File: src/rtl/hamming_secded_engine.sv
// Hamming (16,11) SECDED block engine: walks NUM_MSG items in byte memory, encoding or decoding each.
// Optional HAMMING_ERR_CNT_EN builds the per-run single/double error counters.
module hamming_secded_engine #(
   parameter int ADDR_W   = 8,
   parameter int NUM_MSG  = 15,
   parameter int SRC_BASE = 0,
   parameter int DST_BASE = 30
) (
   input  logic              Clk,
   input  logic              Reset_n,
   input  logic              Start,
   input  logic              Mode,
   output logic              Done,
   output logic [ADDR_W-1:0] Mem_addr,
   output logic              Mem_we,
   output logic [7:0]        Mem_wdata,
   input  logic [7:0]        Mem_rdata,
   output logic [7:0]        Err1_cnt,
   output logic [7:0]        Err2_cnt
);
   // state | meaning
   // IDLE  | waiting for Start, Done holds its level
   // RD_LO | source low-byte address out
   // RD_HI | low byte arrives, source high-byte address out
   // CAP   | high byte arrives
   // CALC  | encode/decode, result registered, error counters step
   // WR_LO | result low byte written
   // WR_HI | result high byte written, advance or finish
   // FIN   | run complete, Done rises on exit
   typedef enum logic [2:0] {
      IDLE, RD_LO, RD_HI, CAP, CALC, WR_LO, WR_HI, FIN
   } state_t;

   localparam logic [ADDR_W-1:0] SRC_B    = ADDR_W'(SRC_BASE);
   localparam logic [ADDR_W-1:0] DST_B    = ADDR_W'(DST_BASE);
   localparam logic [ADDR_W-1:0] LAST_CNT = ADDR_W'(NUM_MSG - 1);

   state_t            state_q, state_d;
   logic              mode_q, mode_d;
   logic              done_q, done_d;
   logic [ADDR_W-1:0] left_q, left_d;
   logic [ADDR_W-1:0] src_ptr_q, src_ptr_d;
   logic [ADDR_W-1:0] dst_ptr_q, dst_ptr_d;
   logic [7:0]        lo_q, lo_d;
   logic [7:0]        hi_q, hi_d;
   logic [15:0]       res_q, res_d;

   function automatic logic [3:0] syndrome(input logic [15:0] c);
      logic [3:0] s;
      s = 4'd0;
      for (int i = 1; i < 16; i++) begin
         if (c[i]) s = s ^ 4'(i);
      end
      return s;
   endfunction

   logic [10:0] enc_msg;
   logic [15:0] enc_cw;
   logic [3:0]  enc_syn;
   logic [15:0] dec_raw;
   logic [15:0] dec_fix;
   logic [3:0]  dec_syn;
   logic [1:0]  dec_flag;
   logic [15:0] dec_res;

   // Parity bits are the syndrome of the codeword built with them zeroed.
   always_comb begin
      enc_msg = {hi_q[2:0], lo_q};
      enc_cw  = {enc_msg[10:4], 1'b0, enc_msg[3:1], 1'b0, enc_msg[0], 3'b000};
      enc_syn = syndrome(enc_cw);
      enc_cw[8] = enc_syn[3];
      enc_cw[4] = enc_syn[2];
      enc_cw[2] = enc_syn[1];
      enc_cw[1] = enc_syn[0];
      enc_cw[0] = ^enc_cw[15:1];

      dec_raw  = {hi_q, lo_q};
      dec_fix  = dec_raw;
      dec_syn  = syndrome(dec_raw);
      dec_flag = 2'b00;
      if (^dec_raw) begin
         dec_flag = 2'b01;
         dec_fix[dec_syn] = ~dec_fix[dec_syn];
      end else if (dec_syn != 4'd0) begin
         dec_flag = 2'b10;
      end
      dec_res = {dec_flag, 3'b000, dec_fix[15:9], dec_fix[7:5], dec_fix[3]};
   end

   always_ff @(posedge Clk or negedge Reset_n) begin
      if (!Reset_n) begin
         state_q   <= IDLE;
         mode_q    <= 1'b0;
         done_q    <= 1'b0;
         left_q    <= '0;
         src_ptr_q <= '0;
         dst_ptr_q <= '0;
         lo_q      <= 8'h00;
         hi_q      <= 8'h00;
         res_q     <= 16'h0000;
      end else begin
         state_q   <= state_d;
         mode_q    <= mode_d;
         done_q    <= done_d;
         left_q    <= left_d;
         src_ptr_q <= src_ptr_d;
         dst_ptr_q <= dst_ptr_d;
         lo_q      <= lo_d;
         hi_q      <= hi_d;
         res_q     <= res_d;
      end
   end

   always_comb begin
      state_d   = state_q;
      mode_d    = mode_q;
      done_d    = done_q;
      left_d    = left_q;
      src_ptr_d = src_ptr_q;
      dst_ptr_d = dst_ptr_q;
      lo_d      = lo_q;
      hi_d      = hi_q;
      res_d     = res_q;
      Mem_addr  = '0;
      Mem_we    = 1'b0;
      Mem_wdata = 8'h00;
      case (state_q)
         IDLE: begin
            if (Start) begin
               state_d   = RD_LO;
               mode_d    = Mode;
               done_d    = 1'b0;
               left_d    = LAST_CNT;
               src_ptr_d = SRC_B;
               dst_ptr_d = DST_B;
            end
         end
         RD_LO: begin
            Mem_addr = src_ptr_q;
            state_d  = RD_HI;
         end
         RD_HI: begin
            Mem_addr = src_ptr_q + ADDR_W'(1);
            lo_d     = Mem_rdata;
            state_d  = CAP;
         end
         CAP: begin
            hi_d    = Mem_rdata;
            state_d = CALC;
         end
         CALC: begin
            res_d   = mode_q ? dec_res : enc_cw;
            state_d = WR_LO;
         end
         WR_LO: begin
            Mem_addr  = dst_ptr_q;
            Mem_we    = 1'b1;
            Mem_wdata = res_q[7:0];
            state_d   = WR_HI;
         end
         WR_HI: begin
            Mem_addr  = dst_ptr_q + ADDR_W'(1);
            Mem_we    = 1'b1;
            Mem_wdata = res_q[15:8];
            if (left_q == '0) begin
               state_d = FIN;
            end else begin
               left_d    = left_q - ADDR_W'(1);
               src_ptr_d = src_ptr_q + ADDR_W'(2);
               dst_ptr_d = dst_ptr_q + ADDR_W'(2);
               state_d   = RD_LO;
            end
         end
         FIN: begin
            done_d  = 1'b1;
            state_d = IDLE;
         end
         default: state_d = IDLE;
      endcase
   end

   assign Done = done_q;

`ifdef HAMMING_ERR_CNT_EN
   logic [7:0] err1_q, err1_d;
   logic [7:0] err2_q, err2_d;

   always_ff @(posedge Clk or negedge Reset_n) begin
      if (!Reset_n) begin
         err1_q <= 8'h00;
         err2_q <= 8'h00;
      end else begin
         err1_q <= err1_d;
         err2_q <= err2_d;
      end
   end

   always_comb begin
      err1_d = err1_q;
      err2_d = err2_q;
      if (state_q == IDLE && Start) begin
         err1_d = 8'h00;
         err2_d = 8'h00;
      end else if (state_q == CALC && mode_q) begin
         if (dec_flag == 2'b01 && err1_q != 8'hFF) err1_d = err1_q + 8'd1;
         if (dec_flag == 2'b10 && err2_q != 8'hFF) err2_d = err2_q + 8'd1;
      end
   end

   assign Err1_cnt = err1_q;
   assign Err2_cnt = err2_q;
`else
   assign Err1_cnt = 8'h00;
   assign Err2_cnt = 8'h00;
`endif

endmodule

File: config.mk
export PLATFORM = sky130hd
export DESIGN_NAME = hamming_secded_engine
export DESIGN_NICKNAME = d
export VERILOG_FILES = /design/src/rtl/hamming_secded_engine.sv
export SDC_FILE = /design/constraint.sdc
export NUM_CORES = 1
export LEC_CHECK = 0
export CAP_MARGIN = 20
export CORE_ASPECT_RATIO = 0.9
export CORE_MARGIN = 10
export CORE_UTILIZATION = 38
export DETAILED_ROUTE_END_ITERATION = 16
export PLACE_DENSITY = 0.57
export RECOVER_POWER = 100
export SLEW_MARGIN = 40
export SYNTH_ARGS = -nofsm -noshare
export SYNTH_HDL_FRONTEND = slang
export SYNTH_SLANG_ARGS = --single-unit
File: constraint.sdc
create_clock -name Clk -period 6.63 [get_ports Clk]
set_input_delay 0.9945 -clock Clk [delete_from_list [all_inputs] [get_ports Clk]]
set_output_delay 0.9945 -clock Clk [all_outputs]
set_load 0.01 [all_outputs]
Yosys cells after proc, flatten, opt, wreduce, memory -nomap -nowiden
Cells that the tools add are included.
Widths: inputs -> output; s select.
{"block": "totals", "inputBits": 12, "wordCells": 114, "output_inout_bits": 34, "ff_bits": 61}
{"block": "classes", "eq_ne": 9, "n_lt_le_gt_ge": 2, "n_bitwise": 25, "muxes": 52, "add_sub_neg": 5, "n_reduce_logical": 12}
{"operator": "$pmux 8 s2", "n": 4}
{"operator": "$mux 4", "n": 15}
{"operator": "$mux 8", "n": 6}
{"operator": "$mux 16", "n": 2}
{"operator": "$pmux 8 s4", "n": 1}
{"operator": "$mux 3", "n": 9}
{"operator": "$not 3->3", "n": 8}
{"operator": "$pmux 3 s8", "n": 1}
{"operator": "$not 2->2", "n": 11}
{"operator": "$add 8x1->8 const B", "n": 2}
{"operator": "$add 8x2->8 const B", "n": 2}
{"operator": "$bwmux 16", "n": 1}
{"operator": "$reduce_xor 16->1", "n": 1}
{"operator": "$reduce_xor 15->1", "n": 1}
{"operator": "$eq 3x3->1 const B", "n": 4}
{"operator": "$mux 2", "n": 5}
{"operator": "$logic_not 8->1", "n": 1}
{"operator": "$not 4->4", "n": 2}
{"operator": "$sub 8x1->8 const B", "n": 1}
{"operator": "$eq 3x2->1 const B", "n": 2}
{"operator": "$lt 4x5->1 const B", "n": 1}
{"operator": "$mux 1", "n": 5}
{"operator": "$bmux 1 s4", "n": 1}
{"operator": "$demux 1 s4", "n": 1}
{"operator": "other kinds (13)", "n": 18}

Longest topological paths before layout
{"block": "depth", "depth_word": 33, "depth_mapped": 8, "ltp_nobuf": 8}

Worst setup path after synthesis
Ideal clock, no wire load.
{"block": "synth_path", "path_kind": "input to register", "start": "input port Start", "end": "register left_q[7]", "path_slack_ns": 3.955, "path_stages": 7, "t_required_ns": 6.498, "setup_time_ns": 0.132, "arrival_ns": 2.543, "n_path_buf": 0, "path_cell_list": "or3b_2 nor2_1 nor2_1 nor4_1 nand2_1 xor2_1 nor2_1"}
{"block": "synth_via", "elab_chain_len": 2}
{"item": "start: declaration", "line": "11", "rtl": "input logic Start,"}
{"item": "$ne 2x2->1 (no line)"}
{"item": "$reduce_and 3->1 (no line)"}
{"item": "end signal: assignment", "line": "105", "rtl": "left_q <= left_d;"}
{"item": "end: declaration", "line": "41", "rtl": "logic [ADDR_W-1:0] left_q, left_d;"}
No other way between the ends.
A chain may end at the register's enable or synchronous reset.

Worst setup path after layout
{"block": "layout_path", "start": "register state_q[2]", "end": "output port Mem_addr[1]"}
{"block": "layout_via", "elab_chain_len": 2, "elab_cells_between_ends": 5, "cone_classes": "eq/ne: 4; mux: 1"}
{"item": "start: declaration", "line": "38", "rtl": "state_t state_q, state_d;"}
{"item": "start signal: assignment", "line": "102", "rtl": "state_q <= state_d;"}
{"item": "$eq 3x3->1 (tied with other cells)", "line": "127", "rtl": "case (state_q)"}
{"item": "$pmux 8 s4 (*)", "line": "127"}
{"item": "end: declaration", "line": "14", "rtl": "output logic [ADDR_W-1:0] Mem_addr,"}
Mark *: on every way between the ends. The rest lies on a longest branch, timed or not.

==> impl_summary.md <==
Timing
For the final database, setup skew stands at 7.91 ps. The post-route setup TNS is 0 ps. At the pin with the least slew margin, the transition time is 3190 ps.

The number of failing hold endpoints at the final stage came to 0. Setup repair after global routing left no endpoint under its margin. The tightest slew margin relative to the limit is -1.12. The shortest clock period the worst path allows after layout is 3980 ps. In the finished design, the share of the clock period the worst path needs comes to 0.600. The achievable frequency is 251 MHz. The worst hold-check slack is 471 ps. Setup violations remaining at the end of the flow were counted as 0.

The count of final max-slew check failures came to 60.

Cells and area
The fill cell instance count of the final layout is 1039. In the final layout, the share of cells above drive strength 1 is 0.106. The layout net count is 478. The repair_antennas step left the layout with diodes totalling 0. The signed area change from the synthesized netlist to the final layout is 12.9%. The cell area after layout is 4610 um^2.

Floorplan
The core footprint is 10400 um^2. The width of the chip is 129 um. The die is 118 um tall. 46 I/O pins were placed. The full die area is 15300 um^2. The initial standard-cell utilization of the core is 0.394. In this run the core area contains 35 standard-cell rows.

Setup path
The worst reg-to-reg path cell count is 8. STA puts the critical path data arrival time at 2990 ps. The critical path is of the flop to primary output type. The origin of the critical flop-to-flop path is state_q[2]. The number of cells on the critical path is 6.

Following the worst setup path forward leads to its endpoint at Mem_addr[1]. The maximum fanout along the worst path is 29. The endpoint identified for the worst register-to-register timing path is left_q[7].

The startpoint type of the worst setup path is a flop. The critical path goes through nand3b_1 -> mux2_2 -> ha_1 -> nand2_1 -> o21ai_0 -> dlygate4sd3_1. The largest single stage delay on the critical path is 960 ps. The worst setup path is captured at a primary output.

The slowest cell on the critical path is sky130_fd_sc_hd__dfrtp_1. The critical path's top delay family is flip-flops. The worst setup path startpoint is state_q[2]. The critical path buffer and inverter count is 1. The worst-case register-to-register setup slack is 3290 ps.

STA puts the critical path data required time at 5640 ps.

Route
The detailed router put a total of 4910 um of wire on met1. The final wirelength is 10000 um. The number of design-rule violations left by the first detailed-router iteration is 204. The detailed-route via count is 3216. The met2 wirelength from detailed routing is 4220 um.

Wire segments on met3 add up to 798 um in the final route. Once detail routing completed, the nets flagged for antenna violations numbered 0. In the final routed layout, each cell accounts on average for 16.9 um. The top routing layer in use is met4.

Using the TritonRoute via totals, the vias-per-cell ratio works out to 5.42. The number of detailed-route iterations in the first pass is 4. In the routed design, unresolved DRC markers number 0.

Clock network
Counting the buffers created by CTS gives 9. After clock tree synthesis, the setup repair step added 0 buffers. The clock reaches the later pin of the worst-skew pair after 320 ps. The library cell used as clock root buffer is sky130_fd_sc_hd__clkbuf_16. TritonCTS built the clock tree. In this run the deepest clock path goes through 2 buffers. Hold repair after CTS inserted 0 buffers.

The post-cts sizing count is 0. The H-tree was split into 3 levels. The clock net in this run drives a total of 59 sinks.

The clock-pin slew on the worst setup and hold paths is 50 ps.

Place
Detailed placement finished with a half-perimeter wire length of 7420 um. After detailed placement, the total cell area comes to 4360 um^2. The congestion estimate from routability-driven global placement came to 0.927.

Input and output buffers added on the ports amount to 29.

Yosys
After synthesis, the share of flip-flops with an asynchronous set or reset is 1.00. For this run, the leading register cell type out of synthesis is sky130_fd_sc_hd__dfrtp_1. Summing every instance area after synthesis gives 4090 um^2. The post-synthesis cell type with the largest combined area is sky130_fd_sc_hd__dfrtp_1. The number of synthesized flops with an enable pin is 0. The synthesized flop and latch total is 59.

The Yosys step of the flow raised 0 warnings. The sequential cell area fraction in the yosys report is 0.361. The unique cell type count in the Yosys netlist is 63.

Of the post-synthesis cell area, the dominant cell type holds 0.361. By area the synthesized netlist is led by sky130_fd_sc_hd__dfrtp_1 (36%), sky130_fd_sc_hd__xnor2_1 (6.2%), sky130_fd_sc_hd__mux2_2 (5.2%). The post-synthesis cell count is 440. Averaged over all synthesized cells, the footprint is 9.29 um^2.

Global route
The initial antenna violation count came to 0. For this run, the total global-route usage over all layers was measured as 0.131. The leftover overflow at the end of global routing is 0. The first global-routing pass estimated 16400 um of wire.

The number of global-route vias before repair is 3013. Entering global routing, the biggest net connects 60 pins.

Outcome
The flow ran to the end, but the final reports show violations. The final reports fail on capacitance limit, slew limit.

Worst hold path
The tightest min-delay check is of the flop to flop type. Counting instances, the worst hold path has a depth of 2.

Flow run
The number of max-cap violations is 1.
-- cells in the mapped netlist, types with 4 or more instances --
| cell | number |
|---|---|
| sky130_fd_sc_hd__dfrtp_1 | 59 |
| sky130_fd_sc_hd__nand2_1 | 57 |
| sky130_fd_sc_hd__nor2_1 | 34 |
| sky130_fd_sc_hd__xnor2_1 | 29 |
| sky130_fd_sc_hd__a21oi_1 | 22 |
| sky130_fd_sc_hd__mux2_2 | 19 |
| sky130_fd_sc_hd__xor2_1 | 18 |
| sky130_fd_sc_hd__buf_4 | 17 |
| sky130_fd_sc_hd__clkbuf_1 | 14 |
| sky130_fd_sc_hd__o21ai_0 | 14 |
| sky130_fd_sc_hd__nor2b_1 | 11 |
| sky130_fd_sc_hd__a22oi_1 | 10 |
| sky130_fd_sc_hd__nand3_1 | 10 |
| sky130_fd_sc_hd__mux2i_1 | 9 |
| sky130_fd_sc_hd__nand3b_1 | 9 |
| sky130_fd_sc_hd__nor3_1 | 9 |
| sky130_fd_sc_hd__nand4_1 | 8 |
| sky130_fd_sc_hd__a31oi_1 | 7 |
| sky130_fd_sc_hd__ha_1 | 5 |
| sky130_fd_sc_hd__o21ai_1 | 5 |
| sky130_fd_sc_hd__o22ai_1 | 5 |
| sky130_fd_sc_hd__nand2b_1 | 4 |
| sky130_fd_sc_hd__nor4_1 | 4 |
| sky130_fd_sc_hd__xnor2_2 | 4 |
-- area by class of cell --
cell class | count | area (um^2) | share of cell area
multi-input combinational | 356 | 2390 | 0.517
tap | 129 | 161 | 0.0350
sequential | 59 | 1480 | 0.320
inverter | 3 | 11.3 | 0.00244
timing repair buffer | 32 | 297 | 0.0643
clock buffer | 11 | 243 | 0.0526
clock inverter | 3 | 40.0 | 0.00868
-- layer usage --
metal,track usage,up-vias
met1,0.197,1542
met3,0.0317,10
met4,0.0384,0
li1,-,1562
met5,0,-
met2,0.180,102
-- layout by cell type (no fill, tap or decap), types with 7 or more instances in the layout --
cell                              synthesis  routed
sky130_fd_sc_hd__conb_1                   1      17
sky130_fd_sc_hd__o21ai_0                 14      19
sky130_fd_sc_hd__nand3_1                 10      10
sky130_fd_sc_hd__nand4_1                  8       8
sky130_fd_sc_hd__xor2_1                  18      17
sky130_fd_sc_hd__nand2_1                 57      57
sky130_fd_sc_hd__nand3b_1                 9       9
sky130_fd_sc_hd__mux2i_1                  9       9
sky130_fd_sc_hd__xnor2_1                 29      30
sky130_fd_sc_hd__clkbuf_16                0       9
sky130_fd_sc_hd__nor2_1                  34      34
sky130_fd_sc_hd__nor2b_1                 11      10
sky130_fd_sc_hd__a21oi_1                 22      22
sky130_fd_sc_hd__a31oi_1                  7       7
sky130_fd_sc_hd__clkdlybuf4s50_1          0       9
sky130_fd_sc_hd__nor3_1                   9       9
sky130_fd_sc_hd__mux2_2                  19      19
sky130_fd_sc_hd__dlygate4sd3_1            0      19
sky130_fd_sc_hd__dfrtp_1                 59      59
sky130_fd_sc_hd__a22oi_1                 10      10
-- cell families after synthesis --
kind of cell    synth area share
buf+inv                   0.0646
compound gates             0.138
flops                      0.361
mux                       0.0744
other cells             0.000917
fa+ha+maj                 0.0153
xor+xnor                   0.147
simple gates               0.199
-- worst min path at each step --
stage,slack (ps),startpoint,end
floorplan,440,res_q[11],res_q[11]
global placement,450,res_q[11],res_q[11]
detailed placement,460,res_q[11],res_q[11]
global route,490,res_q[11],res_q[11]
finish,470,res_q[11],res_q[11]
CTS,470,res_q[11],res_q[11]
-- metrics by stage --
step	setup slack, ps	std cells	utilization
after global placement	3180	579	0.420
after detailed placement	3100	579	0.420
final	2650	593	0.445
after CTS	2760	593	0.448
after floorplan	3960	456	-
after global routing	2220	593	0.445
-- sequential cells by signal (all words and copies together) (netlist names) --
name	flops
Done	1
dst_ptr_q	7
state_q	3
left_q	8
res_q	16
lo_q	8
hi_q	8
mode_q	1
src_ptr_q	7
-- worst reg2reg max path, cell delays in order, from the launching register on --
cell and delay [ps]:
sky130_fd_sc_hd__dfrtp_1 960, sky130_fd_sc_hd__nand3b_1 310, sky130_fd_sc_hd__a31oi_1 500, sky130_fd_sc_hd__clkbuf_1 450, sky130_fd_sc_hd__nor2_1 170, sky130_fd_sc_hd__nor4_1 460
sky130_fd_sc_hd__nand2_1 130, sky130_fd_sc_hd__xor2_1 150, sky130_fd_sc_hd__nor2_1 50
Power is not shown: default switching activity piles up to over one toggle a cycle in this logic, so the estimate is an artifact.
